**config.mk**
```make
export PLATFORM = sky130hd
export DESIGN_NAME = batch_reverser
export DESIGN_NICKNAME = d
export VERILOG_FILES = /design/src/rtl/batch_reverser.sv
export SDC_FILE = /design/constraint.sdc
export NUM_CORES = 1
export LEC_CHECK = 0
export BUFFER_PORTS_ARGS = -buffer_cell sky130_fd_sc_hd__buf_4
export CAP_MARGIN = 5
export CORE_ASPECT_RATIO = 1.4
export CORE_MARGIN = 4
export CORE_UTILIZATION = 37
export DETAILED_ROUTE_END_ITERATION = 16
export GPL_TIMING_DRIVEN = 1
export PLACE_DENSITY_LB_ADDON = 0.2
export SKIP_LAST_GASP = 1
export SYNTH_ARGS = -nofsm -noshare
export SYNTH_HDL_FRONTEND = slang
export SYNTH_SLANG_ARGS = --single-unit
```
**constraint.sdc**
```tcl
create_clock -name clk -period 3.7 [get_ports clk]
set_input_delay 0.185 -clock clk [delete_from_list [all_inputs] [get_ports clk]]
set_output_delay 0.185 -clock clk [all_outputs]
set_load 0.01 [all_outputs]
```
**src/rtl/batch_reverser.sv**
```systemverilog
// Ping-pong batch buffer: captures DEPTH-sample batches of N-bit control vectors
// and replays each completed batch newest-first, in lockstep with the input stream.
module batch_reverser #(
    parameter int N     = 3,
    parameter int DEPTH = 64
) (
    input  logic         clk,
    input  logic         rst,
    input  logic         in_valid,
    input  logic [N-1:0] in_bits,
    output logic         out_valid,
    output logic [N-1:0] out_bits,
    output logic         out_first,
    output logic         out_last,
    output logic         primed
);

    localparam int AW = $clog2(DEPTH);
    localparam logic [AW-1:0] LAST_IDX = AW'(DEPTH - 1);

    logic [N-1:0]  bank0 [DEPTH];
    logic [N-1:0]  bank1 [DEPTH];
    logic          wr_bank;
    logic [AW-1:0] wr_cnt;
    logic [AW-1:0] rd_idx;
    logic [N-1:0]  rd_data;
    logic          wrap;

    // Handshake: in_valid is the sole advance condition (no ready; every input is
    // accepted); out_valid marks a one-cycle sample the consumer must take.
    assign wrap    = (wr_cnt == LAST_IDX);
    assign rd_idx  = LAST_IDX - wr_cnt;
    assign rd_data = wr_bank ? bank0[rd_idx] : bank1[rd_idx];

    // Storage has no reset so it maps onto plain RAM; stale data is never read
    // because primed gates every readout.
    always_ff @(posedge clk) begin
        if (rst && in_valid) begin
            if (wr_bank) bank1[wr_cnt] <= in_bits;
            else         bank0[wr_cnt] <= in_bits;
        end
    end

    always_ff @(posedge clk) begin
        if (!rst) begin
            wr_bank   <= 1'b0;
            wr_cnt    <= '0;
            primed    <= 1'b0;
            out_valid <= 1'b0;
            out_first <= 1'b0;
            out_last  <= 1'b0;
            out_bits  <= '0;
        end else begin
            if (in_valid) begin
                if (wrap) begin
                    wr_cnt  <= '0;
                    wr_bank <= ~wr_bank;
                    primed  <= 1'b1;
                end else begin
                    wr_cnt <= wr_cnt + 1'b1;
                end
            end
            // Read side uses pre-update write state, so it always targets the other bank.
            if (in_valid && primed) begin
                out_valid <= 1'b1;
                out_bits  <= rd_data;
                out_first <= (wr_cnt == '0);
                out_last  <= wrap;
            end else begin
                out_valid <= 1'b0;
                out_first <= 1'b0;
                out_last  <= 1'b0;
            end
        end
    end

endmodule

```
# After elaboration in Yosys (flattened, before gate mapping)
# Memories as Yosys holds them, arrays and structs flattened.
# Index checks and enable logic that the tools add are counted.
[totals]
register_bits = 14
latchBits = 0
ram_bits = 384
rom_bits = 0
input_bits = 6
output_inout_bits = 7
word_cells = 27
mem_count = 2
[memory_table]
columns = ["memory", "words", "width", "rd", "rd_ports_with_merged_regs", "write_ports", "line_no", "source"]
rows = [
  ["bank0", 64, 3, 1, 0, 1, "21", "logic [N-1:0] bank0 [DEPTH];"],
  ["bank1", 64, 3, 1, 0, 1, "22", "logic [N-1:0] bank1 [DEPTH];"],
]
[classes]
n_addsub = 2
mul = 0
n_div = 0
magnitude_cmp = 0
eq_ne = 1
shift = 0
mux = 9
bitwise = 1
n_reduce_logical = 5
[ops]
columns = ["operator", "count"]
rows = [
  ["1-bit 2-to-1 mux", 7],
  ["6-bit by 1-bit adder with 6-bit output, second input constant", 1],
  ["6-bit equality test, second input constant", 1],
  ["6-bit zero test", 1],
  ["6-bit 2-to-1 mux", 1],
  ["6-bit subtractor, first input constant", 1],
  ["2-bit AND reduction", 2],
  ["3-bit 2-to-1 mux", 1],
  ["1-bit logical AND", 2],
  ["1-bit inverter", 1],
]

# Logic depth before layout (Yosys ltp)
[depth]
ltp_word = 3
ltp_mapped = 10
ltp_nobuf = 6

# Worst setup path before layout
# OpenSTA, ideal clock, no wires.
[synth_timing]
kind = "register -> register"
startpoint = "register wr_cnt[2]"
endpoint = "memory bank0[14][0], enable pin"
setup_ns = 0.320
t_arrival_ns = 1.735
t_required_ns = 3.380
path_slack_ns = 1.645
path_stages_with_launch = 8
n_path_buf = 5
period_less_slack_ns = 2.055
cell_sequence = "dfxtp_1 -> buf_4 -> buf_2 -> buf_2 -> buf_2 -> buf_2 -> nand3_1 -> nor2_1"
[synth_lines]
columns = ["item", "line_no", "source"]
rows = [
  ["from (decl)", "24", "logic [AW-1:0] wr_cnt;"],
  ["from (signal assigned)", "60", "wr_cnt <= wr_cnt + 1'b1;"],
  ["to (decl)", "21", ""],
]
# No word-level cell before the write port.

# Worst setup path after layout
[layout_timing]
startpoint = "register wr_cnt[2]"
endpoint = "register out_bits[0]"
[layout_between]
elab_chain_len = 3
word_cells_on_any_way = 4
cone_classes = "add/sub (1); mux (1); memory (2)"
[layout_rtl]
columns = ["item", "line_no", "source"]
rows = [
  ["6-bit subtractor (*)", "32", "assign rd_idx = LAST_IDX - wr_cnt;"],
  ["memory read 64 x 3 bit, on equally long branches", "-", ""],
  ["3-bit 2-to-1 mux (*)", "33", "assign rd_data = wr_bank ? bank0[rd_idx] : bank1[rd_idx];"],
  ["to (signal assigned)", "66", "out_bits <= rd_data;"],
  ["to (decl)", "12", "output logic [N-1:0] out_bits,"],
]
# Every way passes the cells marked *; elsewhere a longest branch is shown, timed or not.
# A chain may end at the register's enable or synchronous reset.

==> results.yml <==
clocking:
  cts_root_buf: "clkbuf_16"
  clk_latency_ns: 0.54
  clk_pin_slew_ns: 0.07
  cts.sinks: 398
  htree_levels: 2
  cts_buffer_depth: 3
  cts_tree: "built"
  cts_buffers: 39
power_and_ir_drop:
  pwr_density_cell_mw_per_mm2: 510
  report.power.total_mw: 9.27
  switching_share: 0.217
  sequentialPowerShare: 0.536
  cellLeakagePower_nw: 5.55
  pwr-share-comb: 0.055
  switchingPower_mw: 2.01
  clkPwrFrac: 0.409
  power.internal_mw: 7.26
  ir_drop_mv: 0.423
floorplan:
  dieArea_mm2: 0.0473
  dieWidth_um: 185
  die_height_um: 256
  row_count: 90
  start_util: 0.375
  coreArea_mm2: 0.0432
  boundaryPins: 13
placed_design:
  gp_congestion: 0.859
  place_area_mm2: 0.0170
  port_buffers: 12
  dpl.hpwl_um: 29400
logic_synthesis:
  syn_inst: 1028
  synth-simple-area-share: 0.0725
  avgSynthCellArea_um2: 15.8
  synth-edff-count: 384
  synth_area_mm2: 0.0162
  synth_cell_type_count: 64
  ys.warnings.count: 0
  ys_seq_area_frac: 0.728
  synthArstFlopShare: 0
  synth_fa_ha_area_frac: 0.00154
  synth-xor-area-share: 0.00216
  synth_top_family_by_area: "multiplexers"
  synth.largest_area_cell: "edfxtp_1"
  synth_fp_nets: 1036
  yosysTopAreaCellShare: 0.711
  synth_seq_cells: 398
  ys_top_cells_by_area: "edfxtp_1, mux2i_1, nor2_1"
  ys.flop_type: "edfxtp_1"
  synth_compound_area_frac: 0.0780
  synth_mux_area_frac: 0.0955
drt:
  drc: 0
  vias: 9391
  ant_nets: 0
  routed_wl_um: 46500
  drt-initial-drc-count: 993
  detail_route.first_pass.iterations: 6
  routedWlPerCell_um: 28.5
  via_per_inst: 5.76
worst_setup_path:
  r2r-end: "out_bits[0]$_SDFFE_PN0P_"
  worst-r2r-setup-slack_ns: 0.50
  path_max_fanout: 43
  setup.worst_path.class: "reg2reg"
  r2r-start: "wr_cnt[2]$_SDFFE_PN0P_"
  endpoint_kind: "flop"
  worstPathRequired_ns: 4.09
  arrival_ns: 3.59
  ff2ff_path_depth: 7
  cp-start-kind: "flop"
finish:
  utilization: 0.421
  diodes: 0
  drive_above_1_share: 0.160
  fin_area_mm2: 0.0182
  nets: 1064
  syn_to_final_growth_pct: 12.2
sta:
  hold_viol_final: 0
  period_needed_ns: 3.20
  grt_setup_unrepaired: "no"
  finalClockSkew_ns: 0.0116
  max_slew_margin: 0.331
  clock.fmax_mhz: 313
  min_period_over_period: 0.864
  setup_viol: 0
  tns_ns: 0
  worst_slew_pin_slew_ns: 1.00
  slew_viol_final: 0
global_routing:
  grt_usage: 0.196
  globalRouteOverflowTotal: 0
  grt_start_max_net_pins: 129
  grt_pass1_wl_um: 68300
  grt_pass1_vias: 9586
  antenna_found_initial: 0
min_path:
  holdPathStages: 3
  hold_path_class: "in2reg"
  hold_path_end: "wr_cnt[1]$_SDFFE_PN0P_"
  hold_start: "in_valid"
run_status:
  status: "complete, no violations"
job:
  maxCapViolCount: 0
-- kinds of logic (layout without fill, tap and decap cells) --
| family | count (synthesis) | count (layout) |
|---|---|---|
| flip-flops | 398 | 398 |
| AO/OA/AOI/OAI | 166 | 166 |
| AND/OR/NAND/NOR | 264 | 264 |
| adder cells (fa/ha/maj) | 2 | 2 |
| XOR/XNOR | 4 | 4 |
| buffers and inverters | 71 | 121 |
| multiplexers | 123 | 123 |
-- state kept, by name, summed over array words and instances (netlist names) --
register / cells
primed: 1
out_valid: 1
bank1: 192
bank0: 192
out_last: 1
out_first: 1
wr_bank: 1
wr_cnt: 6
out_bits: 3
-- power by group through the flow --
stage / logic (mW) / clock network [mW] / registers [mW]
2_1_floorplan: 0.304 / 0 / 5.04
3_3_place_gp: 0.511 / 0 / 5.06
3_5_place_dp: 0.512 / 0 / 5.07
4_1_cts: 0.513 / 3.86 / 4.97
5_1_grt: 0.543 / 4.04 / 4.97
6_report: 0.513 / 3.79 / 4.97
-- synth_stat cells, drive strengths merged, types with 6 or more instances --
| cell type | number |
|---|---|
| nor2 | 151 |
| mux2 | 34 |
| nor3 | 6 |
| mux4 | 22 |
| and2 | 12 |
| nand2 | 38 |
| a221oi | 25 |
| nand3 | 17 |
| o21ai | 12 |
| buf | 42 |
| clkbuf | 26 |
| edfxtp | 384 |
| and3 | 7 |
| a31oi | 10 |
| a22o | 11 |
| o22ai | 17 |
| a22oi | 30 |
| dfxtp | 14 |
| nor2b | 10 |
| mux2i | 67 |
| a21oi | 17 |
-- worst max-delay path, cell delays in order (launching register included) --
cell and delay (ns):
dfxtp_4 0.74, buf_4 0.46, and2_1 0.64, a22oi_1 0.19
nand3_1 0.14, o211ai_1 0.13, nor4b_1 0.63, a211oi_1 0.10
-- metrics by stage --
step / std cells / hold slack, ns / setup slack, ns
2_1_floorplan: 1028 / 0.284 / 1.65
3_3_place_gp: 1566 / 0.524 / 0.537
3_5_place_dp: 1566 / 0.524 / 0.554
4_1_cts: 1630 / 0.0232 / 0.520
5_1_grt: 1630 / 0.0846 / 0.396
6_report: 1630 / 0.0572 / 0.502
-- layer usage --
metal,part of all wire,GRT usage,vias up
li1,-,-,4081
met1,0.41,0.267,4849
met2,0.51,0.328,367
met3,0.056,0.0226,94
met4,0.032,0.0616,0
met5,0,0,-
-- timing repair --
item	CTS	global route
endpoints found under the hold margin	10	0
hold buffers	1	0
gates resized for setup	0	0
setup buffers	0	0
-- layout by cell type (no fill, tap or decap), drive strengths merged, types with 3 or more instances in the layout --
cell type  netlist  layout
a211oi           5       5
a21o             3       3
a21oi           17      17
a221o            5       5
a221oi          25      25
a22o            11      11
a22oi           30      30
a31oi           10      10
and2            12      12
and3             7       7
buf             42      54
clkbuf          26      51
clkinv           0      10
dfxtp           14      14
edfxtp         384     384
inv              3       3
mux2            34      34
mux2i           67      67
mux4            22      22
nand2           38      38
nand2b           5       5
nand3           17      17
nand3b           3       3
nor2           151     151
nor2b           10      10
nor3             6       6
nor4b            3       3
o211a            3       3
o21ai           12      12
o221ai           3       3
o22a             3       3
o22ai           17      17
o2bb2ai          5       5
or2              3       3
-- worst max-delay path by stage --
stage | startpoint | endpoint
6_report | wr_cnt[2]$_SDFFE_PN0P_ | out_bits[0]$_SDFFE_PN0P_
5_1_grt | wr_cnt[2]$_SDFFE_PN0P_ | out_bits[0]$_SDFFE_PN0P_
4_1_cts | wr_cnt[2]$_SDFFE_PN0P_ | out_bits[0]$_SDFFE_PN0P_
3_5_place_dp | wr_cnt[2]$_SDFFE_PN0P_ | out_bits[0]$_SDFFE_PN0P_
3_3_place_gp | wr_cnt[2]$_SDFFE_PN0P_ | out_bits[0]$_SDFFE_PN0P_
2_1_floorplan | wr_cnt[2]$_SDFFE_PN0P_ | bank0[14][0]$_DFFE_PP_
-- final cells by class --
type | count | area (um^2)
fillers | 3988 | 25000
inverters | 3 | 11.3
well taps | 552 | 691
multi-input cells | 559 | 4050
clock buffers | 51 | 1060
repair buffers | 55 | 453
clock inverters | 12 | 106
flip-flops and latches | 398 | 11800
(Power assumes the default switching activity.)
